### config.mk
export PLATFORM = sky130hd
export DESIGN_NAME = ycrcb422_unpack
export DESIGN_NICKNAME = d
export VERILOG_FILES = /design/src/rtl/ycrcb422_unpack.sv
export SDC_FILE = /design/constraint.sdc
export NUM_CORES = 1
export LEC_CHECK = 0
export ABC_AREA = 1
export ABC_CLOCK_PERIOD_IN_PS = 1960
export BUFFER_PORTS_ARGS = -buffer_cell sky130_fd_sc_hd__clkbuf_2
export CORE_MARGIN = 4
export CORE_UTILIZATION = 29
export DETAILED_ROUTE_END_ITERATION = 6
export SLEW_MARGIN = 20
export SYNTH_ARGS = -nofsm -noshare
export SYNTH_HDL_FRONTEND = slang
export SYNTH_SLANG_ARGS = --single-unit
### constraint.sdc
create_clock -name clk -period 1.96 [get_ports clk]
set_input_delay 0.392 -clock clk [delete_from_list [all_inputs] [get_ports clk]]
set_output_delay 0.392 -clock clk [all_outputs]
set_load 0.1 [all_outputs]
### src/rtl/ycrcb422_unpack.sv
// BT.656 4:2:2 byte stream to per-pixel (y, cb, cr) with SAV/EAV lock, coordinates and field flags.
// Outputs registered one clk after the accepted Cr/Y1 byte; no backpressure, data_valid qualifies each byte.
module ycrcb422_unpack #(
   parameter int H_ACTIVE = 720,
   parameter int V_MAX    = 1023
) (
   input  logic       clk,
   input  logic       reset,
   input  logic [7:0] data_in,
   input  logic       data_valid,
   output logic [7:0] y,
   output logic [7:0] cb,
   output logic [7:0] cr,
   output logic       pixel_valid,
   output logic [9:0] hcount,
   output logic [9:0] vcount,
   output logic       field,
   output logic       vblank,
   output logic       frame_start
);

   typedef enum logic [2:0] {SEARCH, T1, T2, XY, ACTIVE} state_t;

   state_t     state_q, state_d;
   logic [1:0] phase_q, phase_d;
   logic [7:0] cb_lat_q, cb_lat_d;
   logic [7:0] y0_lat_q, y0_lat_d;
   logic [7:0] cr_lat_q, cr_lat_d;
   logic [9:0] idx_q, idx_d;
   logic [9:0] line_q, line_d;
   logic       emitted_q, emitted_d;

   logic [7:0] y_q, y_d, cb_q, cb_d, cr_q, cr_d;
   logic [9:0] hcount_q, hcount_d, vcount_q, vcount_d;
   logic       pixel_valid_q, pixel_valid_d;
   logic       field_q, field_d, vblank_q, vblank_d;
   logic       frame_start_q, frame_start_d;

   logic       emit;
   logic [7:0] em_y, em_cb, em_cr;

   always_comb begin
      state_d       = state_q;
      phase_d       = phase_q;
      cb_lat_d      = cb_lat_q;
      y0_lat_d      = y0_lat_q;
      cr_lat_d      = cr_lat_q;
      idx_d         = idx_q;
      line_d        = line_q;
      emitted_d     = emitted_q;
      y_d           = y_q;
      cb_d          = cb_q;
      cr_d          = cr_q;
      hcount_d      = hcount_q;
      vcount_d      = vcount_q;
      field_d       = field_q;
      vblank_d      = vblank_q;
      pixel_valid_d = 1'b0;
      frame_start_d = 1'b0;
      emit          = 1'b0;
      em_y          = y0_lat_q;
      em_cb         = cb_lat_q;
      em_cr         = cr_lat_q;

      if (data_valid) begin
         case (state_q)
            SEARCH: begin
               if (data_in == 8'hFF) state_d = T1;
            end
            T1: begin
               if (data_in == 8'hFF)      state_d = T1;
               else if (data_in == 8'h00) state_d = T2;
               else                       state_d = SEARCH;
            end
            T2: begin
               if (data_in == 8'hFF)      state_d = T1;
               else if (data_in == 8'h00) state_d = XY;
               else                       state_d = SEARCH;
            end
            XY: begin
               state_d = SEARCH;
               // A code byte without its marker bit is treated as a broken TRS.
               if (data_in[7]) begin
                  field_d  = data_in[6];
                  vblank_d = data_in[5];
                  if (!data_in[4]) begin
                     if (!data_in[5]) begin
                        state_d   = ACTIVE;
                        phase_d   = 2'd0;
                        idx_d     = 10'd0;
                        emitted_d = 1'b0;
                     end
                  end else if (data_in[5]) begin
                     line_d = 10'd0;
                  end else if (emitted_q && (line_q != 10'(V_MAX))) begin
                     line_d = line_q + 10'd1;
                  end
               end
            end
            ACTIVE: begin
               if (data_in == 8'hFF) begin
                  state_d = T1;
               end else begin
                  phase_d = phase_q + 2'd1;
                  case (phase_q)
                     2'd0: cb_lat_d = data_in;
                     2'd1: y0_lat_d = data_in;
                     2'd2: begin
                        cr_lat_d = data_in;
                        emit     = (idx_q < 10'(H_ACTIVE));
                        em_y     = y0_lat_q;
                        em_cr    = data_in;
                     end
                     default: begin
                        emit  = (idx_q < 10'(H_ACTIVE));
                        em_y  = data_in;
                        em_cr = cr_lat_q;
                     end
                  endcase
               end
            end
            default: state_d = SEARCH;
         endcase
      end

      if (emit) begin
         pixel_valid_d = 1'b1;
         y_d           = em_y;
         cb_d          = em_cb;
         cr_d          = em_cr;
         hcount_d      = idx_q;
         vcount_d      = line_q;
         frame_start_d = (idx_q == 10'd0) && (line_q == 10'd0) && !field_q;
         idx_d         = idx_q + 10'd1;
         emitted_d     = 1'b1;
      end
   end

   always_ff @(posedge clk) begin
      if (reset) begin
         state_q       <= SEARCH;
         phase_q       <= 2'd0;
         cb_lat_q      <= 8'd0;
         y0_lat_q      <= 8'd0;
         cr_lat_q      <= 8'd0;
         idx_q         <= 10'd0;
         line_q        <= 10'd0;
         emitted_q     <= 1'b0;
         y_q           <= 8'd0;
         cb_q          <= 8'd0;
         cr_q          <= 8'd0;
         hcount_q      <= 10'd0;
         vcount_q      <= 10'd0;
         field_q       <= 1'b0;
         vblank_q      <= 1'b0;
         pixel_valid_q <= 1'b0;
         frame_start_q <= 1'b0;
      end else begin
         state_q       <= state_d;
         phase_q       <= phase_d;
         cb_lat_q      <= cb_lat_d;
         y0_lat_q      <= y0_lat_d;
         cr_lat_q      <= cr_lat_d;
         idx_q         <= idx_d;
         line_q        <= line_d;
         emitted_q     <= emitted_d;
         y_q           <= y_d;
         cb_q          <= cb_d;
         cr_q          <= cr_d;
         hcount_q      <= hcount_d;
         vcount_q      <= vcount_d;
         field_q       <= field_d;
         vblank_q      <= vblank_d;
         pixel_valid_q <= pixel_valid_d;
         frame_start_q <= frame_start_d;
      end
   end

   assign y           = y_q;
   assign cb          = cb_q;
   assign cr          = cr_q;
   assign hcount      = hcount_q;
   assign vcount      = vcount_q;
   assign field       = field_q;
   assign vblank      = vblank_q;
   assign pixel_valid = pixel_valid_q;
   assign frame_start = frame_start_q;

endmodule

After elaboration in Yosys (flattened, before gate mapping)
Cells that the tools add are included.
Word-level totals
  register bits after elaboration: 98
  input bits: 11
  output and inout bits: 48
  word-level logic and storage cells: 104
Operators by class
  add/subtract/negate cells: 3
  order comparisons: 1
  equality and inequality tests: 15
  mux-type cells: 41
  bitwise gates (word level): 2
  reduce and logical (&&, ||, !) cells: 25
Operators by type and width (number)
  10-bit 2-to-1 mux: 8
  8-bit 2-to-1 mux: 8
  10-bit by 1-bit adder with 10-bit output, second input constant: 2
  10-bit zero test: 2
  2-bit 2-to-1 mux: 8
  3-bit 2-to-1 mux: 4
  3-bit case mux with 4 select lines: 1
  1-bit 2-to-1 mux: 11
  10-bit less-than comparator, second input constant: 1
  10-bit inequality test, second input constant: 1
  5-bit AND reduction: 2
  2-bit nonzero test: 5
  8-bit == test, second input constant: 1
  8-bit zero test: 1
  2-bit inequality test, second input constant: 4
  4-bit AND reduction: 2
  3-bit by 2-bit == test with 1-bit output, second input constant: 2
  2-bit by 1-bit inequality test with 1-bit output, second input constant: 3
  6-bit AND reduction: 1
  2-bit OR reduction: 3
  2-bit case mux with 2 select lines: 1
  3-bit by 1-bit == test with 1-bit output, second input constant: 1
  3-bit == test, second input constant: 1
  1-bit logical AND: 3
  other kinds (10): 11

Depth between registers and ports, before layout
  depth after elaboration: 8
  depth in mapped cells: 11
  mapped depth without buffers: 10

Worst setup path after synthesis
Ideal clock, no wire load.
  path kind: register to register
  start point: reg phase_q[0]
  end point: reg cr_q[1], in the netlist cr[1]
  setup time: 65 ps
  data arrival time: 1625 ps
  data required time: 1895 ps
  path slack: 270 ps
  cell stages (with the launch flop): 10
  path buffers: 2
  clock period less this slack: 1690 ps
  cells stage by stage: dfxtp_1 inv_1 ha_1 clkbuf_1 nor2_1 nand3_1 nor2_4 clkbuf_2 o21ai_0 nor2_1
Between the ends
  longest elaborated chain between the ends: 6
  elaborated cells between the ends (all ways): 12
  those cells by class: eq/ne: 2; mux: 8; reduce/logical: 2
Ends and longest elaborated chain
  from (decl): RTL line 25  | logic [1:0] phase_q, phase_d;
  from (signal assigned): RTL line 160  | phase_q <= phase_d;
  2-bit by 1-bit == test with 1-bit output or 2-bit zero test (tied branches): RTL line 105  | case (phase_q)
  2-bit OR reduction (no source line)
  1-bit 2-to-1 mux
  1-bit 2-to-1 mux: RTL line 101  | if (data_in == 8'hFF) begin
  1-bit 2-to-1 mux: RTL line 66  | case (state_q)
  1-bit 2-to-1 mux: RTL line 65  | if (data_valid) begin
  to (signal assigned): RTL line 169  | cr_q <= cr_d;
  to (decl): RTL line 33  | logic [7:0] y_q, y_d, cb_q, cb_d, cr_q, cr_d;
Several ways; a longest one is shown, not always the timed one.
A chain may end at the register's enable or synchronous reset.

Worst setup path in the final report
  start point: reg phase_q[0]
  end point: reg idx_q[4]
Between the ends
  longest elaborated chain between the ends: 8
  elaborated cells between the ends (all ways): 14
  those cells by class: eq/ne: 3; mux: 5; reduce/logical: 6
Ends and longest elaborated chain
  2-bit by 1-bit == test with 1-bit output or 2-bit zero test (tied branches): RTL line 105
  2-bit OR reduction (no source line) *
  1-bit 2-to-1 mux *
  1-bit 2-to-1 mux *: RTL line 101
  1-bit 2-to-1 mux *: RTL line 66
  1-bit 2-to-1 mux *: RTL line 65
  2-bit by 1-bit inequality test with 1-bit output (no source line) or 2-bit nonzero test (tied branches)
  5-bit AND reduction (no source line)
  to (signal assigned): RTL line 164  | idx_q <= idx_d;
  to (decl): RTL line 29  | logic [9:0] idx_q, idx_d;
Mark *: on every way between the ends. The rest lies on a longest branch, timed or not.

==> impl_metrics.tcl <==
set metrics [dict create \
    period_needed_ps 1700 \
    cts_tree "built" \
    multi_input_area_mm2 0.00207 \
    drtIter0Drc 260 \
    synth_flop_cell "dfxtp_1" \
    cp_cell_sequence "inv_1, ha_1, nor2_1, nand3_1, nor2_4, buf_12, o21ai_0, a21oi_1" \
    core_mm2 0.0147 \
    clock-root-buffer "clkbuf_16" \
    outcome "complete, no violations" \
    tns_ps 0 \
    fin_ws_ps 264 \
    wl_um 11200 \
    cts_setup_buffers 0 \
    period_share_pct 86.5 \
    synth_seq_cells 98 \
    ant_nets 0 \
    crit_arrival_ps 1980 \
    required_ps 2240 \
    fillers 1600 \
    critPathCaptureType "flop" \
    gp_congestion 0.817 \
    slew_viol_final 0 \
    grt_max_degree 62 \
    p_per_area_mw_per_mm2 724 \
    vias 4035 \
    final_hold_viol_count 0 \
    skew_ps 10.5 \
    crit_path_start_kind "flop" \
    setup_viol 0 \
    power_uw 3810 \
    antenna_cells 0 \
    worstPathMaxFanout 36 \
    yosys-top-cells-area "dfxtp_1 45%, nand2_1 12%, nor2_1 9.5%, o21ai_0 6.9%, a21oi_1 5.9%" \
    regArea_mm2 0.00196 \
    syn_to_final_growth_pct 19.4 \
    drive_gt1_share_pct 15.0 \
    syn-instance-count 635 \
    async_flop_share_pct 0 \
    dr.pass1.iters 4 \
    grt_pass1_wl_um 19000 \
    avgSynthCellArea_um2 6.93 \
    fin_util_pct 35.8 \
    synth_top_area_cell "dfxtp_1" \
    grt_pass1_vias 3741 \
    track_usage_pct 13.3 \
    hold_path_class "in2reg" \
    syn-num-nets 654 \
    num_io_pins 59 \
    critPathBufInv 2 \
    synth_most_common_cell "nand2_1" \
    max_slew_margin_pct 61.4 \
    start_util_pct 30.0 \
    routedWlPerCell_um 12.7 \
    cp_slowest_stage_delay_ps 380 \
    max_freq_mhz 590 \
    post-place-ws_ps 191 \
    drc_errors 0 \
    yosysTopAreaCellShare_pct 44.6 \
    worstSetupPathType "reg2reg" \
    leakage_uw 0.00239 \
    synth_warnings 0 \
    synth_common_cells "142 x nand2_1, 111 x nor2_1, 98 x dfxtp_1, 61 x o21ai_0, 58 x inv_1" \
    clkTransAtPathRegs_ps 70 \
    dp_hpwl_um 7960 \
    dpl_cell_area_mm2 0.00498 \
    io_buffers 58 \
    rows 44 \
    synth_seq_area_share_pct 44.6 \
    htreeDepth 3 \
    syn_area_mm2 0.00440 \
    worst_slew_pin_slew_ps 581 \
    cts_buffers 9 \
    die_area_mm2 0.0172 \
    clk_latency_ps 360 \
    cts_max_path_buffers 2 \
    die_h_um 131 \
    finalInstanceArea_mm2 0.00526 \
    overflow 0 \
    die_w_um 131 \
    ir_drop_v 0.000399 \
    clock-sinks 98 \
    ys_types 25 \
    synth_edf_count 0 \
    avgViaCountPerCell 4.57 \
    grt_setup_unrepaired "false" \
    max-cap-violations 0 \
    slowest_stage "dfxtp_1" \
    crit_family "simple AND/OR/NAND/NOR gates" \
    antenna_found_initial 0 \
    nets 715 \
]
-- metal layers --
| layer | global-route usage, % | wire (um) | part of all wire, % |
|---|---|---|---|
| met1 | 18.4 | 5650 | 50 |
| met2 | 20.2 | 4790 | 43 |
| met3 | 3.98 | 595 | 5.3 |
| met4 | 3.85 | 178 | 1.6 |
| met5 | 0 | 0 | 0 |
-- kinds of logic after synthesis --
family          count (synthesis)  synth area share, %
compound gates                115                 13.2
buf+inv                        88                 8.64
flops                          98                 44.6
fa+ha+maj                       8                 2.27
xor+xnor                        4                0.796
simple gates                  322                 30.5
-- state kept, by name (all words and copies together) (netlist names) --
register and cells:
cr 8, vcount 10, y0_lat_q 8, cb_lat_q 8, cb 8, vblank 1, field 1, y 8
emitted_q 1, pixel_valid 1, phase_q 2, hcount 10, frame_start 1, cr_lat_q 8, idx_q 10, state_q 3
line_q 10
-- power by group --
part           total (uW)  switching [uW]  leakage (uW)  internal [uW]
Sequential           1990          0.0888      0.000789           1990
Clock                1720             750      0.000138            969
Combinational        98.9            71.0       0.00146           27.9
-- cell type report --
type	instances	area share, %
well taps	184	4.38
clock inverters	4	0.857
repair buffers	80	9.61
clock buffers	10	4.36
flip-flops and latches	98	37.3
multi-input cells	449	39.3
inverters	58	4.14
-- placed cells by master (no fill, tap or decap), types with 9 or more instances in the layout --
master	count
nand2_1	141
nor2_1	111
dfxtp_1	98
o21ai_0	61
inv_1	58
clkbuf_2	58
a21oi_1	52
nand3_1	46
buf_4	18
clkbuf_16	9
-- worst paths after layout --
check	start	end	slack [ps]	cells after the start
max	phase_q[0]$_SDFFE_PP0P_	idx_q[4]$_SDFFE_PP0P_	260	8
min	data_in[4]	cb_lat_q[4]$_SDFFE_PP0P_	370	3
min reg2reg	y0_lat_q[6]$_SDFFE_PP0P_	y0_lat_q[6]$_SDFFE_PP0P_	450	2
max reg2reg	phase_q[0]$_SDFFE_PP0P_	idx_q[4]$_SDFFE_PP0P_	260	8
-- tightest hold or removal path, stage by stage --
cell and delay, ps:
clkbuf_2 130, nand3_1 90, a21oi_1 60
-- repair_timing --
| action | CTS | global route |
|---|---|---|
| resized for setup | 0 | 2 |
| hold buffers | 0 | 0 |
| setup endpoints to repair | 0 | 9 |
-- stage by stage --
stage	hold slack (ps)	std cells
2_1_floorplan	430	635
3_3_place_gp	438	869
3_5_place_dp	444	869
4_1_cts	350	883
5_1_grt	359	883
6_report	366	883
Note: power is estimated with default switching activity, not from simulation.
